[config.mk]
export PLATFORM = sky130hd
export DESIGN_NAME = traffic_phase_ctrl
export DESIGN_NICKNAME = d
export VERILOG_FILES = /design/src/rtl/traffic_pkg.sv /design/src/rtl/traffic_rr_arbiter.sv /design/src/rtl/traffic_phase_ctrl.sv
export SDC_FILE = /design/constraint.sdc
export NUM_CORES = 1
export LEC_CHECK = 0
export BUFFER_PORTS_ARGS = -buffer_cell sky130_fd_sc_hd__buf_4
export CAP_MARGIN = 30
export CORE_ASPECT_RATIO = 1.75
export CORE_MARGIN = 2
export CORE_UTILIZATION = 53
export CTS_BUF_LIST = sky130_fd_sc_hd__clkbuf_4 sky130_fd_sc_hd__clkbuf_8
export DETAILED_ROUTE_END_ITERATION = 10
export PLACE_DENSITY = 0.78
export REMOVE_ABC_BUFFERS = 1
export SETUP_SLACK_MARGIN = 0.1
export SYNTH_ARGS = -nofsm -noshare
export SYNTH_HDL_FRONTEND = slang
export SYNTH_SLANG_ARGS = --single-unit
[constraint.sdc]
create_clock -name clk -period 2.84 [get_ports clk]
set_input_delay 0.142 -clock clk [delete_from_list [all_inputs] [get_ports clk]]
set_output_delay 0.142 -clock clk [all_outputs]
set_load 0.05 [all_outputs]
[src/rtl/traffic_pkg.sv]
// ============================================================================
//  Module      : traffic_pkg
//  Description : Shared phase encoding, default durations and round-robin pick
//  Revision    : 1.0 - initial release
// ============================================================================
`default_nettype none

package traffic_pkg;

  typedef enum logic [1:0] {
    ALL_RED = 2'b00,
    GREEN   = 2'b01,
    YELLOW  = 2'b10
  } phase_t;

  localparam int c_def_green_cyc  = 20;
  localparam int c_def_yellow_cyc = 5;
  localparam int c_def_allred_cyc = 2;

  // First requesting index after cur (wrapping modulo n), cur itself last;
  // with no demand at all, fall back to plain rotation cur+1.
  function automatic logic [2:0] next_rr(input logic [7:0] demand,
                                         input logic [2:0] cur,
                                         input int         n);
    logic [2:0] pick;
    logic       found;
    int         idx;
    pick  = (int'(cur) + 1 >= n) ? 3'd0 : cur + 3'd1;
    found = 1'b0;
    for (int k = 1; k <= 8; k++) begin
      if (k <= n && !found) begin
        idx = int'(cur) + k;
        if (idx >= n) idx = idx - n;
        if (demand[idx[2:0]]) begin
          pick  = idx[2:0];
          found = 1'b1;
        end
      end
    end
    return pick;
  endfunction

endpackage

`default_nettype wire

[src/rtl/traffic_rr_arbiter.sv]
// ============================================================================
//  Module      : traffic_rr_arbiter
//  Description : Combinational round-robin next-approach picker with fallback
//  Revision    : 1.0 - initial release
// ============================================================================
`default_nettype none

module traffic_rr_arbiter
  import traffic_pkg::*;
#(
  parameter  int NUM_DIR = 4,
  localparam int DIR_W   = $clog2(NUM_DIR)
) (
  input  logic [NUM_DIR-1:0] demand,
  input  logic [DIR_W-1:0]   cur_dir,
  output logic [DIR_W-1:0]   next_dir
);

  logic [7:0] w_demand_ext;
  logic [2:0] w_cur_ext;
  logic [2:0] w_pick;

  assign w_demand_ext = 8'(demand);
  assign w_cur_ext    = 3'(cur_dir);
  assign w_pick       = next_rr(w_demand_ext, w_cur_ext, NUM_DIR);
  assign next_dir     = DIR_W'(w_pick);

endmodule

`default_nettype wire

[src/rtl/traffic_phase_ctrl.sv]
// ============================================================================
//  Module      : traffic_phase_ctrl
//  Description : Round-robin, demand-actuated multi-approach signal controller.
//                Optional emergency preemption: define TRAFFIC_EMERG_PREEMPT_EN
//  Revision    : 1.0 - initial release
// ============================================================================
`default_nettype none

module traffic_phase_ctrl
  import traffic_pkg::*;
#(
  parameter  int NUM_DIR    = 4,
  parameter  int GREEN_CYC  = c_def_green_cyc,
  parameter  int YELLOW_CYC = c_def_yellow_cyc,
  parameter  int ALLRED_CYC = c_def_allred_cyc,
  parameter  int CNT_W      = 8,
  localparam int DIR_W      = $clog2(NUM_DIR)
) (
  input  logic               clk,
  input  logic               rst,
  input  logic [NUM_DIR-1:0] demand,
`ifdef TRAFFIC_EMERG_PREEMPT_EN
  input  logic               emerg_req,
  input  logic [DIR_W-1:0]   emerg_dir,
`endif
  output logic [NUM_DIR-1:0] red,
  output logic [NUM_DIR-1:0] yellow,
  output logic [NUM_DIR-1:0] green,
  output logic [DIR_W-1:0]   active_dir,
  output logic [1:0]         phase,
  output logic               phase_done
);

  phase_t             r_state;
  logic [CNT_W-1:0]   r_cnt;
  logic [DIR_W-1:0]   r_active;
  logic [DIR_W-1:0]   r_next;

  phase_t             w_state_nxt;
  logic [CNT_W-1:0]   w_cnt_nxt;
  logic [DIR_W-1:0]   w_active_nxt;
  logic [DIR_W-1:0]   w_next_nxt;
  logic [DIR_W-1:0]   w_pick;
  logic [NUM_DIR-1:0] w_red_nxt;
  logic [NUM_DIR-1:0] w_yellow_nxt;
  logic [NUM_DIR-1:0] w_green_nxt;

  traffic_rr_arbiter #(.NUM_DIR(NUM_DIR)) u_arb (
    .demand   (demand),
    .cur_dir  (r_active),
    .next_dir (w_pick)
  );

`ifdef TRAFFIC_EMERG_PREEMPT_EN
  // Out-of-range emergency targets are ignored so no illegal index is served.
  logic w_emerg;
  assign w_emerg = emerg_req && (int'(emerg_dir) < NUM_DIR);
`endif

  always_comb begin
    w_state_nxt  = r_state;
    w_cnt_nxt    = r_cnt - 1'b1;
    w_active_nxt = r_active;
    w_next_nxt   = r_next;
    case (r_state)
      ALL_RED: begin
        if (r_cnt == '0) begin
          w_state_nxt  = GREEN;
          w_cnt_nxt    = CNT_W'(GREEN_CYC - 1);
          w_active_nxt = r_next;
`ifdef TRAFFIC_EMERG_PREEMPT_EN
          if (w_emerg) w_active_nxt = emerg_dir;
`endif
        end
      end
      GREEN: begin
`ifdef TRAFFIC_EMERG_PREEMPT_EN
        if (w_emerg && emerg_dir != r_active) begin
          w_state_nxt = YELLOW;
          w_cnt_nxt   = CNT_W'(YELLOW_CYC - 1);
          w_next_nxt  = emerg_dir;
        end else if (w_emerg) begin
          // Holding at full count makes release start a fresh green period.
          w_cnt_nxt = CNT_W'(GREEN_CYC - 1);
        end else
`endif
        if (r_cnt == '0) begin
          if (w_pick == r_active) begin
            w_cnt_nxt = CNT_W'(GREEN_CYC - 1);
          end else begin
            w_state_nxt = YELLOW;
            w_cnt_nxt   = CNT_W'(YELLOW_CYC - 1);
            w_next_nxt  = w_pick;
          end
        end
      end
      YELLOW: begin
        if (r_cnt == '0) begin
          w_state_nxt = ALL_RED;
          w_cnt_nxt   = CNT_W'(ALLRED_CYC - 1);
        end
      end
      default: begin
        w_state_nxt = ALL_RED;
        w_cnt_nxt   = CNT_W'(ALLRED_CYC - 1);
      end
    endcase
  end

  always_comb begin
    w_red_nxt    = '1;
    w_yellow_nxt = '0;
    w_green_nxt  = '0;
    if (w_state_nxt == GREEN) begin
      w_red_nxt[w_active_nxt]   = 1'b0;
      w_green_nxt[w_active_nxt] = 1'b1;
    end else if (w_state_nxt == YELLOW) begin
      w_red_nxt[w_active_nxt]    = 1'b0;
      w_yellow_nxt[w_active_nxt] = 1'b1;
    end
  end

  always_ff @(posedge clk) begin
    if (rst) begin
      r_state    <= ALL_RED;
      r_cnt      <= CNT_W'(ALLRED_CYC - 1);
      r_active   <= '0;
      r_next     <= '0;
      red        <= '1;
      yellow     <= '0;
      green      <= '0;
      phase_done <= 1'b0;
    end else begin
      r_state    <= w_state_nxt;
      r_cnt      <= w_cnt_nxt;
      r_active   <= w_active_nxt;
      r_next     <= w_next_nxt;
      red        <= w_red_nxt;
      yellow     <= w_yellow_nxt;
      green      <= w_green_nxt;
      phase_done <= (w_cnt_nxt == '0);
    end
  end

  assign active_dir = r_active;
  assign phase      = r_state;

endmodule

`default_nettype wire

== Word-level counts from Yosys, hierarchy flattened ==
Index checks and enable logic that the tools add are counted.
W data, S select, Z words.

* Bits in registers: 27
* Latch bits: 0
* Bits in writable memories: 0
* Memory bits (read-only): 0
* Bits of input ports: 6
* Output and inout port bits: 17
* Word-level logic and storage cells: 88
* Memories: 0

* $add $sub $neg: 10
* $mul: 0
* Div/mod/pow operators: 0
* $lt $le $gt $ge: 10
* Equal/unequal tests: 5
* Shift operators: 0
* Mux-type cells: 44
* Bitwise operators: 4
* Reductions and logical operators: 7

{| class="wikitable"
|+ Operators with widths
! operator !! number
|-
| $ge A32 B4 Y1 const B || 2
|-
| $mux W2 || 14
|-
| $mux W8 || 3
|-
| $pmux W8 S3 || 1
|-
| $mux W3 || 7
|-
| $logic_not A8 Y1 || 2
|-
| $lt A3 B4 Y1 const B || 4
|-
| $bmux W1 S3 || 4
|-
| $sub A3 B3 Y3 const B || 4
|-
| $mux W1 || 10
|-
| $mux W4 || 2
|-
| $sub A8 B1 Y8 const B || 1
|-
| $add A2 B2 Y3 const B || 2
|-
| $pmux W2 S3 || 1
|-
| $mux W5 || 1
|-
| $add A2 B3 Y4 const B || 1
|-
| $eq A2 B1 Y1 const B || 2
|-
| $eq A2 B2 Y1 const B || 2
|-
| $ge A4 B3 Y1 const B || 1
|-
| $not A4 Y4 || 1
|-
| $add A2 B1 Y3 const B || 1
|-
| $ge A3 B3 Y1 const B || 1
|-
| $lt A2 B3 Y1 const B || 1
|-
| $not A1 Y1 || 3
|-
| 9 further kinds || 9
|}

== Longest topological paths before layout ==
Gate-level depths: netlist of the first run.

* Depth after elaboration: 28
* Gate-level depth with buffers: 10
* Gate-level depth less buffers: 8

== By module ==
A second synthesis of the first run with hierarchy kept.

* Cell total of the unflattened synthesis: 175
* Area total of the unflattened synthesis: 1,497.7 µm²

{| class="wikitable"
|+ Modules (own cells, without submodules)
! module !! times used !! cells an instance !! area an instance (µm²) !! sequential area each (µm²)
|-
| traffic_phase_ctrl || 1 || 130 || 1,183.6 || 540.5
|-
| traffic_rr_arbiter || 1 || 45 || 314.1 || 0.0
|}

== Least setup slack after synthesis of the first run ==
Ideal clock, no wire load.

* Path kind: reg2reg
* Start point: reg r_active[0] (netlist: active_dir[0])
* End point: reg r_next[0]
* Setup time: 0.072 ns
* Data arrival time: 3.027 ns
* Required time: 2.768 ns
* Path slack: -0.258 ns
* Cell stages (with the launch flop): 11
* Path buffers: 2
* Clock period less this slack: 3.098 ns
* Cell sequence: dfxtp_1 buf_6 buf_2 inv_1 ha_1 mux4_2 nor2b_2 a221oi_2 or4b_4 a31oi_2 mux2i_1

* Cells in the longest elaborated chain, start to end: 15
* Elaborated cells between the ends (all ways): 44
* Those cells by class: add/sub: 9; order compare: 4; eq/ne: 1; mux: 28; bitwise: 1; reduce/logical: 1

{| class="wikitable"
|+ Ends and longest elaborated chain
! what !! line !! RTL
|-
| from (decl) || traffic_phase_ctrl.sv:36 || <nowiki>logic [DIR_W-1:0] r_active;</nowiki>
|-
| from (signal assigned) || traffic_phase_ctrl.sv:136 || <nowiki>r_active <= w_active_nxt;</nowiki>
|-
| $add A2 B2 Y3 / $add A2 B1 Y3 (equally long branches) || traffic_pkg.sv:32, traffic_pkg.sv:28 ||
|-
| $ge A32 B4 Y1 (tied with other cells) || traffic_pkg.sv:33 || <nowiki>if (idx >= n) idx = idx - n;</nowiki>
|-
| $mux W3 || traffic_pkg.sv:33 ||
|-
| $mux W3 / $bmux W1 S3 (equally long branches) || traffic_pkg.sv:31, traffic_pkg.sv:34 ||
|-
| $bmux W1 S3 / $mux W1 (equally long branches) || traffic_pkg.sv:34 || <nowiki>if (demand[idx[2:0]]) begin</nowiki>
|-
| $mux W1 (implied by the code) / $mux W2 (equally long branches) || traffic_pkg.sv:34 ||
|-
| $mux W2 || traffic_pkg.sv:34 ||
|-
| $mux W2 || traffic_pkg.sv:31 || <nowiki>if (k <= n && !found) begin</nowiki>
|-
| $mux W2 || traffic_pkg.sv:34 ||
|-
| $mux W2 || traffic_pkg.sv:31 ||
|-
| $mux W2 || traffic_pkg.sv:34 ||
|-
| $mux W2 || traffic_pkg.sv:31 ||
|-
| $eq A2 B2 Y1 || traffic_phase_ctrl.sv:88 || <nowiki>if (w_pick == r_active) begin</nowiki>
|-
| $not A1 Y1 (no source line) || n/a ||
|-
| $reduce_and A3 Y1 (no source line) || n/a ||
|-
| to (signal assigned) || traffic_phase_ctrl.sv:137 || <nowiki>r_next <= w_next_nxt;</nowiki>
|-
| to (decl) || traffic_phase_ctrl.sv:37 || <nowiki>logic [DIR_W-1:0] r_next;</nowiki>
|}

Parallel ways exist; a longest one is shown, timed or not. The select of a mux whose other input is x is not followed.
A chain may end at the register's enable or synchronous reset.

== Worst setup path after layout of the first run ==
* Start point: reg r_active[0] (netlist: active_dir[0])
* End point: reg r_next[1]

Same word-level chain as after synthesis.

==> results of run 1 <==
cells by family after synthesis:
kind of cell,share of synthesized area
adders and majority gates,0.03322
xor gates and xnor gates,0.04070
and+or+nand+nor,0.2484
AOI/OAI and AO/OA,0.1786
muxes,0.09551
buffers and inverters,0.04485
DFF,0.3588
critical path: stages, from the launching register on:
cell	delay [ns]
dfxtp_1	0.34
inv_1	0.08
ha_1	0.36
mux4_2	0.39
nor2b_2	0.19
a221oi_4	0.10
or4b_4	0.59
a31oi_2	0.23
mux2i_1	0.21
registers in the layout, summed over array words and instances, names as in the netlist:
| name | count |
|---|---|
| r_cnt | 8 |
| phase | 2 |
| active_dir | 2 |
| phase_done | 1 |
| green | 4 |
| r_next | 2 |
| red | 4 |
| yellow | 4 |
synth_stat cells, drive strengths merged, types with 3 or more instances:
library cell | n | area (sq um)
dfxtp | 27 | 540.5
nor2 | 20 | 75.07
nand2 | 14 | 52.55
a21oi | 8 | 40.04
inv | 8 | 30.03
nand3 | 6 | 40.04
mux2i | 5 | 53.80
buf | 4 | 25.02
ha | 4 | 50.05
o21ai | 4 | 20.02
xor2 | 4 | 35.03
a211oi | 3 | 27.52
a31oi | 3 | 25.02
and3 | 3 | 18.77
and3b | 3 | 26.28
clkbuf | 3 | 12.51
mux4 | 3 | 67.56
xnor2 | 3 | 26.28
worst paths after layout:
path                            start  cells past startpoint  slack [ns]                endpoint
max reg2reg  active_dir[0]$_SDFF_PP0_                      8        0.27  r_next[1]$_SDFFE_PP0P_
max          active_dir[0]$_SDFF_PP0_                      8        0.27  r_next[1]$_SDFFE_PP0P_
min reg2reg    r_next[0]$_SDFFE_PP0P_                      2        0.49  r_next[0]$_SDFFE_PP0P_
min                               rst                      2        0.13     r_cnt[1]$_SDFF_PP0_
power breakdown:
| part | internal (mW) | total [mW] | switching, mW |
|---|---|---|---|
| sequential | 0.461 | 0.547 | 0.0862 |
| clock | 0.0995 | 0.217 | 0.117 |
| combinational | 0.270 | 0.668 | 0.398 |
per-layer routing:
| layer | up-vias | GRT usage | wire [microns] |
|---|---|---|---|
| li1 | 625 | - | - |
| met1 | 615 | 0.2311 | 1250 |
| met5 | - | 0 | 0 |
| met3 | 15 | 0.02427 | 83 |
| met4 | 0 | 0.1347 | 149 |
| met2 | 35 | 0.4167 | 1869 |
timing repair:
item                                    in CTS  in global routing
endpoints found under the setup margin       0                  2
resized for setup                            0                  1
hold buffers                                 0                  0
cell type report:
cell class | instances | share of cell area
clock inverters | 1 | 0.004289
clock buffers | 3 | 0.02359
multi-input cells | 120 | 0.5197
inverters | 8 | 0.01716
flip-flops and latches | 27 | 0.3088
repair buffers | 25 | 0.1072
well taps | 27 | 0.01930
==> key figures, run 1 <==
Outcome
  – Outcome: completed

Synth
  – Yosys cell types: 56
  – Sequential area share after synthesis: 0.3588
  – Seq cells post-synth: 27
  – Number of flops mapped to enable cells by yosys: 0
  – Synth Area per Inst: 9.299 sq um
  – Ys flop type: dfxtp_1
  – Post-synth ARST share: 0
  – Cells after Synth: 162
  – Mapped cell area: 1506 sq um
  – Synth warnings: 0

Power and ir drop
  – Peak supply drop: 0.3171 mV
  – PwrDens: 818.0 nW/um^2
  – Tot Pwr: 1.432 mW
  – Lkg Pwr: 0.7200 nW

Timing
  – Final Cycle Share: 0.9039
  – PnR worst setup slack: 0.2729 ns
  – Clock period minus worst slack: 2.567 ns
  – Rel. slew slack: 0.6974
  – Fin Clk Skew: 0.005050 ns
  – Fmax: 389.6 MHz
  – Unrepaired setup endpoints after global routing: no
  – Final Hold Viols: 0
  – Hold Slack: 0.1323 ns
  – Setup_tns: 0 ns
  – Slew of the pin with the lowest slew margin: 0.4492 ns
  – Setup violators final: 0
  – Final number of max-transition violations: 0

Clock network
  – CTS root buffer: clkbuf_8
  – CTS tree: built
  – Num Clock Sinks: 27
  – Max Buffers Root-to-Sink: 2
  – Postcts setup bufs: 0
  – H-tree lvl count: 1
  – Inserted Clock Buffers: 3
  – Clock transition at the registers of the reported paths: 0.09 ns
  – Worst-Skew Late Latency: 0.27 ns

Place
  – GP Congestion: 0.9300
  – Cells after DPL: 207
  – Port-buffer cells: 22
  – Dpl ws: 0.3032 ns
  – Hpwl dp: 2648 microns
  – Dpl cell area: 1690 sq um

Cells and area
  – Reg area: 540.5 sq um
  – Final non-filler cell total: 211
  – Post-layout util: 0.6507
  – Area Growth Syn to Fin: 16.20%
  – Multi-input logic area: 909.6 sq um
  – FILL cells: 236
  – N_diodes: 0
  – Commonest non-fill, non-tap cell in the layout: dfxtp_1
  – Most frequent cells in the layout: dfxtp_1 (27), buf_4 (25), nor2_1 (20)
  – Layout cells sized above 1: 0.2717
  – Final nets: 195
  – Post-route cell area: 1750 sq um

Min path
  – HP Class: input pin to flop

Global route
  – Largest net degree at the start of global routing: 17
  – Gr usage total: 0.2242
  – Via count of the first global-routing pass: 1262
  – Initial antenna violation count: 0
  – First-pass GRT wire length: 5540 microns
  – Total grt overflow: 0

Detailed routing
  – Total Wirelength: 3353 microns
  – Routed via count: 1290
  – Drt pass-1 iters: 4
  – Vias per cell: 6.114
  – Drt initial violations: 24
  – WL/cell: 15.89 microns
  – Antenna Nets Post-Route: 0
  – # DRC: 0

Floorplan
  – Starting density of the core: 0.5600
  – Chip height: 74.53 microns
  – CORE AREA: 2690 sq um
  – Full die area: 3301 sq um
  – Die X: 44.30 microns
  – Top Ports: 23
  – Rows: 25

Critical path
  – CP Class: flop to flop
  – CP Data Arrival Time: 2.77 ns
  – Nature of the critical path startpoint: flop
  – CP required: 3.04 ns
  – Crit end category: flop
  – CP max FO: 6

Run
  – Max Cap Viol: 0
(Power assumes the default switching activity.)
==> inputs of run 2 (changes only) <==
Settings changed: CORE_UTILIZATION 53 to 58, PLACE_DENSITY 0.78 to 0.81.
Clock period 2.84 ns to 2.6 ns, I/O delays scaled along.
==> run 2 against run 1 <==
Against the previous run:
- design area grew 5.5%
- utilization increased by 9.0 points
- hold slack worse by 0.0052 ns
- combinational power is 14% higher
- worst setup slack worse by 0.12 ns
- sequential power grew 10%
- total power increased by 13%
- clock power grew 14%
- first-iteration DRC count grew 88%
- critical path depth shrank 1
- die area fell by 8.0%
- non-clock buffer count is 7 higher
- largest cell class unchanged
- highest routed layer unchanged
==> key figures, run 2 (synthesis results as in run 1) <==
Cells and area
  – Post-route cell area: 1847 sq um (was 1750 sq um)
  – FILL cells: 178 (was 236)
  – Number of flip-flops in the largest register: 8 (unchanged)
  – Commonest non-fill, non-tap cell in the layout: buf_4 (was dfxtp_1)
  – Layout cells sized above 1: 0.3246 (was 0.2717)
  – N_diodes: 0 (unchanged)
  – Most frequent cells in the layout: buf_4 (30), dfxtp_1 (26), nor2_1 (20) (was dfxtp_1 (27), buf_4 (25), nor2_1 (20))
  – Area Growth Syn to Fin: 22.59% (was 16.20%)
  – Post-layout util: 0.7410 (was 0.6507)
  – Final nets: 202 (was 195)
  – Most flops, register: r_cnt (unchanged)

Min path
  – Hold Path Stages: 2 (unchanged)
  – HP Class: input pin to flop (unchanged)

Detailed routing
  – # DRC: 0 (unchanged)
  – Antenna Nets Post-Route: 0 (unchanged)
  – WL/cell: 18.13 microns (was 15.89 microns)
  – Total Wirelength: 3934 microns (was 3353 microns)
  – Drt initial violations: 45 (was 24)
  – Vias per cell: 6.341 (was 6.114)
  – Drt pass-1 iters: 4 (unchanged)
  – Routed via count: 1376 (was 1290)

Clock network
  – Max Buffers Root-to-Sink: 2 (unchanged)
  – Clock transition at the registers of the reported paths: 0.10 ns (was 0.09 ns)
  – CTS tree: built (unchanged)
  – Hold_buf cts: 0 (unchanged)
  – CTS root buffer: clkbuf_8 (unchanged)
  – Worst-Skew Late Latency: 0.28 ns (was 0.27 ns)
  – H-tree lvl count: 1 (unchanged)
  – Inserted Clock Buffers: 3 (unchanged)
  – Num Clock Sinks: 27 (unchanged)

Global route
  – Largest net degree at the start of global routing: 17 (unchanged)
  – Via count of the first global-routing pass: 1392 (was 1262)
  – First-pass GRT wire length: 6223 microns (was 5540 microns)
  – Total grt overflow: 0 (unchanged)
  – Gr usage total: 0.2626 (was 0.2242)
  – Initial antenna violation count: 0 (unchanged)

Timing
  – Final Cycle Share: 0.9430 (was 0.9039)
  – Setup violators final: 0 (unchanged)
  – Rel. slew slack: 0.5829 (was 0.6974)
  – Slew of the pin with the lowest slew margin: 0.6191 ns (was 0.4492 ns)
  – Fmax: 407.9 MHz (was 389.6 MHz)
  – Final Hold Viols: 0 (unchanged)
  – Unrepaired setup endpoints after global routing: yes (was no)
  – Final number of max-transition violations: 0 (unchanged)
  – Fin Clk Skew: 0.005179 ns (was 0.005050 ns)
  – Clock period minus worst slack: 2.452 ns (was 2.567 ns)

Floorplan
  – Chip height: 71.42 microns (was 74.53 microns)
  – Full die area: 3037 sq um (was 3301 sq um)
  – Rows: 24 (was 25)
  – Starting density of the core: 0.6044 (was 0.5600)
  – Die X: 42.53 microns (was 44.30 microns)
  – CORE AREA: 2492 sq um (was 2690 sq um)
  – Top Ports: 23 (unchanged)

Power and ir drop
  – Lkg Pwr: 0.7652 nW (was 0.7200 nW)
  – PwrDens: 873.9 nW/um^2 (was 818.0 nW/um^2)
  – Peak supply drop: 0.3920 mV (was 0.3171 mV)
  – Tot Pwr: 1.614 mW (was 1.432 mW)

Place
  – GP Congestion: 0.9264 (was 0.9300)
  – Hpwl dp: 2801 microns (was 2648 microns)
  – Port-buffer cells: 22 (unchanged)
  – Dpl cell area: 1682 sq um (was 1690 sq um)

Critical path
  – CP Class: flop to flop (unchanged)
  – Crit end category: flop (unchanged)
  – Total stage count of the critical path: 7 (was 8)
  – Nature of the critical path startpoint: flop (unchanged)
  – Bufs and invs on worst path: 1 (unchanged)
  – Register-to-Register Path Depth: 7 (was 8)
  – CP top delay family: compound AO/OA/AOI/OAI gates (was simple AND/OR/NAND/NOR gates)
  – Critical path cell sequence: buf_6 -> and3b_1 -> o21ai_0 -> a221oi_4 -> or4b_4 -> a31oi_4 -> mux2i_1 (was inv_1 -> ha_1 -> mux4_2 -> nor2b_2 -> a221oi_4 -> or4b_4 -> a31oi_2 -> mux2i_1)
  – Critical path's largest stage delay: 0.57 ns (was 0.59 ns)
  – CP max FO: 7 (was 6)
  – CP required: 2.80 ns (was 3.04 ns)
  – CP Data Arrival Time: 2.66 ns (was 2.77 ns)
  – Crit-path slowest cell: or4b_4 (unchanged)

Run
  – Max Cap Viol: 0 (unchanged)

Outcome
  – Outcome: completed (unchanged)
-- run 2: changes by cell type in the layout (fill, tap and decap cells not counted), sizes merged --
cell	delta
buf	+7
-- run 2: worst reg2reg max path, delay by kind of cell (launching register included) --
| kind | cells | cell delay (ns) |
|---|---|---|
| mux | 1 | 0.22 |
| flops | 1 | 0.35 |
| buf+inv | 1 | 0.14 |
| compound gates | 3 | 0.94 |
| simple gates | 2 | 0.74 |
-- run 2: through the flow --
stage | TNS [ns] | std cells | setup WS [ns] | hold WS, ns
after global routing | 0 | 217 | 0.07985 | 0.1418
after detailed placement | 0 | 205 | 0.06520 | 0.4131
after CTS | 0 | 210 | 0.1096 | 0.1297
after global placement | 0 | 205 | 0.1612 | 0.4053
final | 0 | 217 | 0.1482 | 0.1271
after floorplan | -7.486 | 155 | -0.5465 | 0.1989
-- run 2: layout make-up --
cell class	count	area, sq um	area share
Multi-Input combinational cell	120	952.2	0.5156
Clock inverter	1	7.507	0.004065
Sequential cell	27	541.8	0.2934
Inverter	8	30.03	0.01626
Timing Repair Buffer	32	241.5	0.1308
Tap cell	26	32.53	0.01762
Clock buffer	3	41.29	0.02236
-- run 2: layer usage --
layer / routed length, microns / track usage
met5: 0 / 0
met4: 154 / 0.1597
met3: 155 / 0.02519
met2: 2313 / 0.4974
met1: 1311 / 0.2641
-- run 2: timing repair --
item | in CTS | in global routing
pin swaps | 0 | 5
buffers inserted | 1 | 6
hold endpoints to repair | 0 | 0
cloned | 0 | 1
endpoints found under the setup margin | 7 | 16
gates resized for setup | 5 | 5
-- run 2: path summary, 6_finish.rpt --
kind                                  from                endpoint  slack, ns
setup reg to reg  active_dir[0]$_SDFF_PP0_  r_next[0]$_SDFFE_PP0P_       0.15
hold / removal                         rst     r_cnt[2]$_SDFF_PP0_       0.13
hold reg to reg     r_next[0]$_SDFFE_PP0P_  r_next[0]$_SDFFE_PP0P_       0.51
setup / recovery  active_dir[0]$_SDFF_PP0_  r_next[0]$_SDFFE_PP0P_       0.15
-- run 2: power by group --
group          leakage [nW]  internal [mW]  total (mW)  switching, mW
clock network        0.0217          0.109       0.247          0.138
registers             0.220          0.503       0.603          0.100
logic                 0.523          0.304       0.764          0.460
total                 0.765          0.916        1.61          0.698
==> inputs of run 3 (changes only) <==
Clock period 2.6 ns to 2.4 ns, I/O delays scaled along.
==> run 3 against run 2 <==
Against the previous run:
- wire length is 2.5% higher
- hold slack better by 0.0025 ns
- flip-flop and latch count stayed put
- clock-buffer cell count stayed put
- design area is 6.9% higher
==> key figures, run 3 (synthesis results as in run 1) <==
Detailed routing
  – Total Wirelength: 4033 microns (was 3934 microns)
  – Vias per cell: 6.053 (was 6.341)
  – Antenna Nets Post-Route: 0 (unchanged)
  – # DRC: 0 (unchanged)
  – WL/cell: 17.92 microns (was 18.13 microns)
  – Drt pass-1 iters: 5 (was 4)
  – Routed via count: 1362 (was 1376)
  – Drt initial violations: 43 (was 45)

Floorplan
  – Starting density of the core: 0.6044 (unchanged)
  – Chip height: 71.42 microns (unchanged)
  – CORE AREA: 2492 sq um (unchanged)
  – Rows: 24 (unchanged)
  – Top Ports: 23 (unchanged)
  – Full die area: 3037 sq um (unchanged)
  – Die X: 42.53 microns (unchanged)

Clock network
  – Hold_buf cts: 0 (unchanged)
  – Max Buffers Root-to-Sink: 2 (unchanged)
  – Clock transition at the registers of the reported paths: 0.09 ns (was 0.10 ns)
  – Worst-Skew Late Latency: 0.27 ns (was 0.28 ns)
  – CTS root buffer: clkbuf_8 (unchanged)
  – Inserted Clock Buffers: 3 (unchanged)
  – Num Clock Sinks: 27 (unchanged)
  – CTS tree: built (unchanged)
  – H-tree lvl count: 1 (unchanged)

Cells and area
  – Area Growth Syn to Fin: 31.06% (was 22.59%)
  – Commonest non-fill, non-tap cell in the layout: buf_4 (unchanged)
  – Layout cells sized above 1: 0.3719 (was 0.3246)
  – Most flops, register: r_cnt (unchanged)
  – N_diodes: 0 (unchanged)
  – Number of flip-flops in the largest register: 8 (unchanged)
  – Final nets: 210 (was 202)
  – Post-layout util: 0.7922 (was 0.7410)
  – Most frequent cells in the layout: buf_4 (39), dfxtp_1 (26), nor2_1 (19) (was buf_4 (30), dfxtp_1 (26), nor2_1 (20))
  – Final non-filler cell total: 225 (was 217)

Outcome
  – Outcome: completed (unchanged)

Global route
  – Total grt overflow: 0 (unchanged)
  – First-pass GRT wire length: 6686 microns (was 6223 microns)
  – Via count of the first global-routing pass: 1506 (was 1392)
  – Largest net degree at the start of global routing: 17 (unchanged)
  – Gr usage total: 0.2851 (was 0.2626)
  – Initial antenna violation count: 0 (unchanged)

Critical path
  – Critical Path Source: active_dir[0]$_SDFF_PP0_ (unchanged)
  – Crit end category: flop (unchanged)
  – CP max FO: 7 (unchanged)
  – CP endpoint: r_cnt[1]$_SDFF_PP0_ (was r_next[0]$_SDFFE_PP0P_)
  – Register-to-Register Path Depth: 8 (was 7)
  – Reg2Reg Capture Point: r_cnt[1]$_SDFF_PP0_ (was r_next[0]$_SDFFE_PP0P_)
  – Critical R2R Launch: active_dir[0]$_SDFF_PP0_ (unchanged)
  – CP Data Arrival Time: 2.53 ns (was 2.66 ns)
  – Worst R2R Setup Slack: 0.04 ns (was 0.15 ns)
  – CP Class: flop to flop (unchanged)
  – CP required: 2.57 ns (was 2.80 ns)
  – Nature of the critical path startpoint: flop (unchanged)

Place
  – Hpwl dp: 2783 microns (was 2801 microns)
  – Dpl ws: -0.09803 ns (was 0.06520 ns)
  – GP Congestion: 0.8740 (was 0.9264)
  – Cells after DPL: 214 (was 205)
  – Port-buffer cells: 22 (unchanged)

Timing
  – Unrepaired setup endpoints after global routing: yes (unchanged)
  – Fmax: 424.1 MHz (was 407.9 MHz)
  – Slew of the pin with the lowest slew margin: 0.4432 ns (was 0.6191 ns)
  – Fin Clk Skew: 0.005201 ns (was 0.005179 ns)
  – Setup_tns: 0 ns (unchanged)
  – Clock period minus worst slack: 2.358 ns (was 2.452 ns)
  – PnR worst setup slack: 0.04204 ns (was 0.1482 ns)
  – Final Hold Viols: 0 (unchanged)
  – Setup violators final: 0 (unchanged)
  – Final number of max-transition violations: 0 (unchanged)
  – Final Cycle Share: 0.9825 (was 0.9430)
  – Rel. slew slack: 0.7034 (was 0.5829)

Power and ir drop
  – Peak supply drop: 0.4436 mV (was 0.3920 mV)
  – Lkg Pwr: 0.7986 nW (was 0.7652 nW)
  – PwrDens: 908.0 nW/um^2 (was 873.9 nW/um^2)
  – Tot Pwr: 1.793 mW (was 1.614 mW)

Min path
  – HP Class: input pin to flop (unchanged)

Run
  – Max Cap Viol: 0 (unchanged)
==> run 3: worst min-delay path by stage <==
stage	startpoint	depth (start not counted)	slack, ns	to
CTS	rst	2	0.11	phase[1]$_SDFF_PP0_
finish	rst	2	0.13	phase[1]$_SDFF_PP0_
detailed placement	rst	2	0.40	r_cnt[1]$_SDFF_PP0_
floorplan	rst	1	0.19	r_cnt[1]$_SDFF_PP0_
global placement	rst	2	0.40	r_cnt[2]$_SDFF_PP0_
global route	rst	2	0.12	phase[1]$_SDFF_PP0_
==> run 3: worst max-delay path, cell delays in order (launching register included) <==
cell and delay (ns):
dfxtp_2 0.36, buf_6 0.13, mux4_2 0.58, a21o_4 0.23
a211oi_4 0.31, or4b_4 0.24, buf_4 0.12, nand3_4 0.07
a2111oi_2 0.21
==> run 3: timing repair <==
item	in CTS	in global routing
endpoints found under the setup margin	16	16
pin swaps	8	6
buffers inserted	5	2
resized for setup	17	2
cloned	0	0
==> run 3: metal layers <==
layer	global-route usage	vias up	routed length [microns]
met5	0	-	0
met4	0.1875	0	201
met3	0.03023	19	124
met2	0.5521	46	2327
met1	0.2669	640	1380
li1	-	657	-
==> run 3: metrics by stage <==
stage,hold WS [ns],instance area (sq um)
3_5_place_dp,0.4001,1749
4_1_cts,0.1146,1948
6_report,0.1295,1974
2_1_floorplan,0.1889,1469
5_1_grt,0.1214,1974
3_3_place_gp,0.3969,1749
==> run 3: cell type report <==
class / count / area, sq um
multi-input combinational: 120 / 1017
sequential: 27 / 541.8
fill: 155 / 518.0
timing repair buffer: 40 / 304.0
clock buffer: 3 / 41.29
tap: 26 / 32.53
inverter: 8 / 30.03
clock inverter: 1 / 7.507
==> run 3: power by group <==
part / switching [mW] / internal [mW] / total [mW]
combinational: 0.533 / 0.350 / 0.883
clock: 0.145 / 0.118 / 0.263
sequential: 0.102 / 0.545 / 0.647
